`src/rtl/bt_pipe_out_buffer.sv`:
```
// Circular word buffer feeding a block-throttled output pipe endpoint.
// Optional flush padding enabled by defining BT_PIPE_OUT_BUF_PAD_EN.
module bt_pipe_out_buffer #(
    parameter int          ADDR_W      = 6,
    parameter int          BLOCK_WORDS = 16,
    parameter logic [31:0] PAD_WORD    = 32'h0
) (
    input  logic              okClk,
    input  logic              rst_n,
    input  logic [31:0]       in_data,
    input  logic              in_valid,
    output logic              in_ready,
`ifdef BT_PIPE_OUT_BUF_PAD_EN
    input  logic              flush,
`endif
    output logic [31:0]       ep_datain,
    output logic              ep_ready,
    input  logic              ep_read,
    input  logic              ep_blockstrobe,
    output logic [ADDR_W:0]   level,
    output logic              underflow,
    output logic              frame_err
);

    localparam int DEPTH = 2 ** ADDR_W;
    localparam logic [ADDR_W:0] DEPTH_L = (ADDR_W + 1)'(DEPTH);
    localparam logic [ADDR_W:0] BW_L    = (ADDR_W + 1)'(BLOCK_WORDS);

`ifdef BT_PIPE_OUT_BUF_PAD_EN
    typedef enum logic [1:0] {
        IDLE  = 2'd0,
        BLOCK = 2'd1,
        PAD   = 2'd2
    } state_t;
`else
    typedef enum logic {
        IDLE  = 1'b0,
        BLOCK = 1'b1
    } state_t;
`endif

    logic [31:0]       mem [DEPTH];
    logic [ADDR_W-1:0] wr_ptr;
    logic [ADDR_W-1:0] rd_ptr;
    logic [ADDR_W:0]   cnt;
    logic [ADDR_W:0]   cnt_nx;
    logic [ADDR_W:0]   level_next;
    logic [31:0]       wr_word;
    logic              wr;
    logic              rd;
    logic              ferr_set;
    logic              in_ready_nx;
    state_t            state;
    state_t            state_nx;
    state_t            frame_st;
    state_t            frame_nx;

`ifdef BT_PIPE_OUT_BUF_PAD_EN
    state_t            ret_state;
    logic              pad_wr;
    logic              flush_go;
    logic              pad_done;
`endif

    // Write/read qualification and the post-edge word count.
    always_comb begin
`ifdef BT_PIPE_OUT_BUF_PAD_EN
        pad_wr   = (state == PAD) && ((level % BW_L) != '0)
                   && (level < DEPTH_L);
        wr       = (in_valid & in_ready) | pad_wr;
        wr_word  = pad_wr ? PAD_WORD : in_data;
        frame_st = (state == PAD) ? ret_state : state;
`else
        wr       = in_valid & in_ready;
        wr_word  = in_data;
        frame_st = state;
`endif
        rd         = ep_read && (level != '0);
        level_next = level + {{ADDR_W{1'b0}}, wr}
                           - {{ADDR_W{1'b0}}, rd};
    end

    // Block framing: counts reads within a strobed block, flags misuse.
    always_comb begin
        frame_nx = frame_st;
        cnt_nx   = cnt;
        ferr_set = 1'b0;
        if (frame_st == BLOCK) begin
            if (ep_blockstrobe) begin
                ferr_set = 1'b1;
                cnt_nx   = '0;
            end else if (ep_read) begin
                if (cnt + 1'b1 == BW_L) begin
                    frame_nx = IDLE;
                    cnt_nx   = '0;
                end else begin
                    cnt_nx = cnt + 1'b1;
                end
            end
        end else begin
            if (ep_blockstrobe) begin
                frame_nx = BLOCK;
                cnt_nx   = '0;
            end else if (ep_read) begin
                ferr_set = 1'b1;
            end
        end
    end

    // Next FSM state, with padding layered over the framing state.
    always_comb begin
`ifdef BT_PIPE_OUT_BUF_PAD_EN
        flush_go = flush && (state != PAD) && ((level % BW_L) != '0);
        pad_done = ((level_next % BW_L) == '0)
                   || (level_next == DEPTH_L);
        if (state == PAD) begin
            state_nx = pad_done ? frame_nx : PAD;
        end else if (flush_go) begin
            state_nx = PAD;
        end else begin
            state_nx = frame_nx;
        end
        in_ready_nx = (level_next < DEPTH_L) && (state_nx != PAD);
`else
        state_nx    = frame_nx;
        in_ready_nx = level_next < DEPTH_L;
`endif
    end

    // Storage array; contents are don't-care after reset.
    always_ff @(posedge okClk) begin
        if (wr) begin
            mem[wr_ptr] <= wr_word;
        end
    end

    // Pointers, level, registered outputs, sticky flags and FSM.
    always_ff @(posedge okClk) begin
        if (!rst_n) begin
            wr_ptr    <= '0;
            rd_ptr    <= '0;
            level     <= '0;
            in_ready  <= 1'b0;
            ep_datain <= '0;
            ep_ready  <= 1'b0;
            underflow <= 1'b0;
            frame_err <= 1'b0;
            state     <= IDLE;
            cnt       <= '0;
`ifdef BT_PIPE_OUT_BUF_PAD_EN
            ret_state <= IDLE;
`endif
        end else begin
            if (wr) begin
                wr_ptr <= wr_ptr + 1'b1;
            end
            if (ep_read) begin
                if (rd) begin
                    ep_datain <= mem[rd_ptr];
                    rd_ptr    <= rd_ptr + 1'b1;
                end else begin
                    ep_datain <= 32'hDEAD_BEEF;
                    underflow <= 1'b1;
                end
            end
            if (ferr_set) begin
                frame_err <= 1'b1;
            end
            level    <= level_next;
            in_ready <= in_ready_nx;
            ep_ready <= level_next >= BW_L;
            state    <= state_nx;
            cnt      <= cnt_nx;
`ifdef BT_PIPE_OUT_BUF_PAD_EN
            ret_state <= frame_nx;
`endif
        end
    end

endmodule

```
`config.mk`:
```
export PLATFORM = sky130hd
export DESIGN_NAME = bt_pipe_out_buffer
export DESIGN_NICKNAME = d
export VERILOG_FILES = /design/src/rtl/bt_pipe_out_buffer.sv
export SDC_FILE = /design/constraint.sdc
export NUM_CORES = 2
export LEC_CHECK = 0
export ABC_AREA = 0
export CORE_UTILIZATION = 42
export CTS_CLUSTER_DIAMETER = 120
export DETAILED_ROUTE_END_ITERATION = 8
export GPL_TIMING_DRIVEN = 0
export SETUP_SLACK_MARGIN = 0.3
export SYNTH_ARGS = -nofsm -noshare
export SYNTH_HDL_FRONTEND = slang
export SYNTH_SLANG_ARGS = --single-unit
```
`constraint.sdc`:
```
create_clock -name okClk -period 4.5 [get_ports okClk]
set_input_delay 0.9 -clock okClk [delete_from_list [all_inputs] [get_ports okClk]]
set_output_delay 0.9 -clock okClk [all_outputs]
set_load 0.05 [all_outputs]
```
# After elaboration in Yosys (flattened, before gate mapping)
# Memory sizes are Yosys's and may differ from the RTL's. A register that Yosys moved wholly into a read port is not among the register bits.
# Index checks and enable logic that the tools add are counted.
[totals]
reg_bits = 63
mem_bits_rw = 2048
inputBits = 37
elab_cells = 46
n_memories = 1
[classes]
addsub = 5
order_cmp = 2
eq_ne = 1
n_mux = 18
bitwise = 2
reduce_logical = 7
[memory_table]
columns = ["memory", "depth", "width", "read_ports", "rd_clocked_by_memory_dff", "write_ports", "line", "text"]
rows = [
  ["mem", 64, 32, 1, 1, 1, "42", "logic [31:0] mem [DEPTH];"],
]
[op_table]
columns = ["cell", "n"]
rows = [
  ["7-bit 2-to-1 mux", 5],
  ["32-bit 2-to-1 mux", 1],
  ["6-bit by 1-bit adder with 6-bit output, second input constant", 2],
  ["6-bit 2-to-1 mux", 2],
  ["1-bit 2-to-1 mux", 10],
  ["7-bit by 1-bit adder with 7-bit output", 1],
  ["7-bit by 1-bit adder with 7-bit output, second input constant", 1],
  ["7-bit by 5-bit equality test with 1-bit output, second input constant", 1],
  ["7-bit by 5-bit greater-or-equal comparator with 1-bit output, second input constant", 1],
  ["7-bit less-than comparator, second input constant", 1],
  ["7-bit nonzero test", 1],
  ["7-bit by 1-bit subtractor with 7-bit output", 1],
  ["2-bit AND reduction", 3],
  ["2-bit nonzero test", 2],
  ["1-bit AND", 1],
  ["1-bit logical AND", 1],
  ["1-bit inverter", 1],
]

# Logic depth before layout (Yosys ltp)
[logic_depth]
word_depth = 6
mapped_depth = 16
mapped_depth_nobuf = 15

# Least setup slack after synthesis
# OpenSTA, ideal clock, no wires.
[synth_path]
kind = "input to register"
startpoint = "in in_valid"
endpoint = "mem mem[55][0] (enable)"
t_arrival_ns = 3.637
t_required_ns = 4.039
slack_ns = 0.402
cell_stages = 4
path_cell_list = "and3_1 nand3_1 clkbuf_1 nor3_1"
[synth_between]
elab_chain_len = 3
[synth_lines]
columns = ["element", "line", "text"]
rows = [
  ["start, declared", "11", "input logic in_valid,"],
  ["1-bit AND", "74", "wr = in_valid & in_ready;"],
  ["1-bit 2-to-1 mux", "132", "if (wr) begin"],
  ["1-bit 2-to-1 mux (not written as such)", "133", "mem[wr_ptr] <= wr_word;"],
  ["end, declared", "42", ""],
]
# Every way passes these cells.

==> impl_metrics.ini <==
[placed_design]
placed_area_mm2 = 0.08809
pre_cts_ws_ps = -1303
dp_hpwl_mm = 178.2
gp_congestion = 0.9392
io_buffers = 79

[grt]
grt.total_usage_pct = 26.65
grt_pass1_vias = 43300
grt_pass1_wl_mm = 357.9
antenna_found_initial = 24
grt_overflow = 0
grt_max_degree = 65

[sta]
relSlewSlack_pct = 5.767
report.final.slew_viol_count = 0
fin_skew_ps = 51.47
period_minus_slack_ps = 4364
min_period_over_period_pct = 96.98
layout_setup_ws_ps = 135.9
final_hold_viol_count = 0
fmax_mhz = 229.1
setup_viol = 0
tightestPinTransition_ps = 1413
grt_setup_unrepaired = no

[final_layout]
drive_above_1_share_pct = 22.24
stdcell_area_mm2 = 0.09482
fill_cells = 15530
area_growth_pct = 16.23
final_util_pct = 49.19
multiInputGateArea_mm2 = 0.01789
final_common_cell = edfxtp_1
most-common-layout-cells = edfxtp_1, mux2i_1, mux4_2
nets = 4563
seq_area_mm2 = 0.06288

[yosys]
synth_cells = 4109
synth_nets = 4160
yosys_warnings = 0
seq_area_frac_synth_pct = 77.08
synth_area_mm2 = 0.08158
synthArstFlopShare_pct = 0
synth_edf_count = 2048
synth_seq_cells = 2117
synth_ff_type = edfxtp_1
syn_area_per_cell_um2 = 19.85
synthDistinctLibCells = 64

[pwr]
p_leak_nw = 28.90
peakVddDrop_mv = 0.3577
switching_share_pct = 27.12
pwr-share-clk_pct = 36.9
power.density_mw_per_mm2 = 494.2
seq_power_share_pct = 46.9
p_int_mw = 34.15
comb_power_share_pct = 16.3
power.net_switching_mw = 12.71

[detailed_routing]
wl_per_cell_um = 36.50
drc = 0
via_per_inst = 6.236
dr_total_vias = 45040
wl_mm = 263.6
drtPass1Iterations = 8
detail-route-antenna-nets = 0
drt-initial-drc-count = 7076

[worst_setup_path]
worstSetupStartpointType = flip-flop
cp_max_fo = 10
critical_path_arrival_ps = 5140
crit_type = flip-flop to flip-flop
end_kind = flip-flop
cp.required_ps = 5280

[floorplanning]
io_pins = 80
rows = 161
initial_core_util_pct = 42.32
core_area_mm2 = 0.1928
die_area_mm2 = 0.1960
die_y_um = 442.7
die_x_um = 442.7

[job]
maxCapViolCount = 0

[clock_network]
clock_sinks = 2117
post-cts-setup-buffers = 0
cts_tree = yes
h-tree-depth = 4
path_clk_slew_ps = 70
cts.path.max_buffers = 3
cts_buffers = 209
clockRootBuffer = clkbuf_16
cts_hold_buffers = 0
clkLatencyLatePin_ps = 870

[run_status]
outcome = finished clean

[min_path]
min_path_type = primary input to flip-flop
[cell families (layout without fill, tap and decap cells)]
logic type	count (synthesis)	after routing	synth area share, %
flops	2117	2117	77.08
mux	726	726	13.81
compound gates	554	554	4.666
simple gates	424	424	2.462
buf+inv	257	833	1.575
xor+xnor	17	17	0.1825
fa+ha+maj	14	14	0.2239
other cells	0	11	0
[path summary, 6_finish.rpt]
check,start,slack [ps],to,cells past startpoint
hold reg to reg,cnt[1]$_SDFFE_PN0P_,520,cnt[1]$_SDFFE_PN0P_,2
setup reg to reg,flip-flop,140,ep_datain[13]$_SDFFE_PN0P_,7
hold / removal,in_data[8],420,mem[21][8]$_DFFE_PP_,1
setup / recovery,flip-flop,140,ep_datain[13]$_SDFFE_PN0P_,7
[per-stage QoR]
stage          setup TNS, ps  hold WS, ps  power [mW]  cells
6_report                   0        424.9       46.86   7222
5_1_grt                    0        409.8       47.92   7215
4_1_cts                    0        381.8       46.76   7211
3_5_place_dp           -8790        496.0       29.81   6827
3_3_place_gp        -3400180        493.0       29.71   6714
2_1_floorplan              0        459.1       26.55   4109
[cell usage after synthesis (31+ instances only)]
cell type | count | area (µm²)
mux2i_1 | 338 | 3383
o22ai_1 | 50 | 312.8
nor2_1 | 150 | 563.0
edfxtp_1 | 2048 | 61500
mux4_2 | 312 | 7027
nand2_1 | 78 | 292.8
mux2_2 | 76 | 855.8
buf_4 | 31 | 232.7
clkbuf_1 | 92 | 345.3
buf_2 | 79 | 395.4
dfxtp_1 | 69 | 1381
o221ai_1 | 45 | 394.1
a22oi_1 | 144 | 1081
nand3_1 | 69 | 345.3
o21ai_0 | 92 | 460.4
a21oi_1 | 85 | 425.4
a221oi_1 | 43 | 376.6
[critical path, cell delays in order (launching register included)]
cell and delay, ps:
dfxtp_1 430, clkbuf_1 800, clkbuf_1 950, clkbuf_1 800
o221ai_1 270, a21oi_1 570, o21ai_0 270, a31oi_1 180
[layout make-up]
cell class,instances,share of cell area (%)
tap,2526,3.333
multi-input combinational,1735,18.87
inverter,20,0.07917
clock inverter,99,0.9672
sequential,2117,66.31
buffer,237,1.305
timing repair buffer,192,3.034
antenna,11,0.02903
clock buffer,285,6.066
[power by group through the flow]
stage	clock network, mW	logic, mW	registers, mW
final	17.3	7.63	22.0
after global routing	18.1	7.87	22.0
after CTS	17.4	7.46	22.0
after detailed placement	0	7.43	22.4
after global placement	0	7.28	22.4
after floorplan	0	3.96	22.6
[state kept, by name (all words and copies together), names as in the netlist, named ones only]
name       cells
underflow      1
wr_ptr         6
rd_ptr         6
frame_st       1
ep_datain     32
in_ready       1
ep_ready       1
frame_err      1
cnt            7
mem         2048
level          7
[per-layer routing]
metal  vias to the layer above  global-route usage [%]  part of all wire (%)
met4                         8                   12.18                   5.3
met3                       612                   7.640                    12
met1                     23610                   35.92                    38
li1                      17910                       -                     -
met5                         -                       0                 0.019
met2                      2902                   40.13                    45
[timing repair]
item / in CTS / in global routing
pin swaps: 0 / 1
endpoints found under the setup margin: 34 / 19
resized for setup: 12 / 24
No activity file was read; power rests on OpenSTA's default activity.
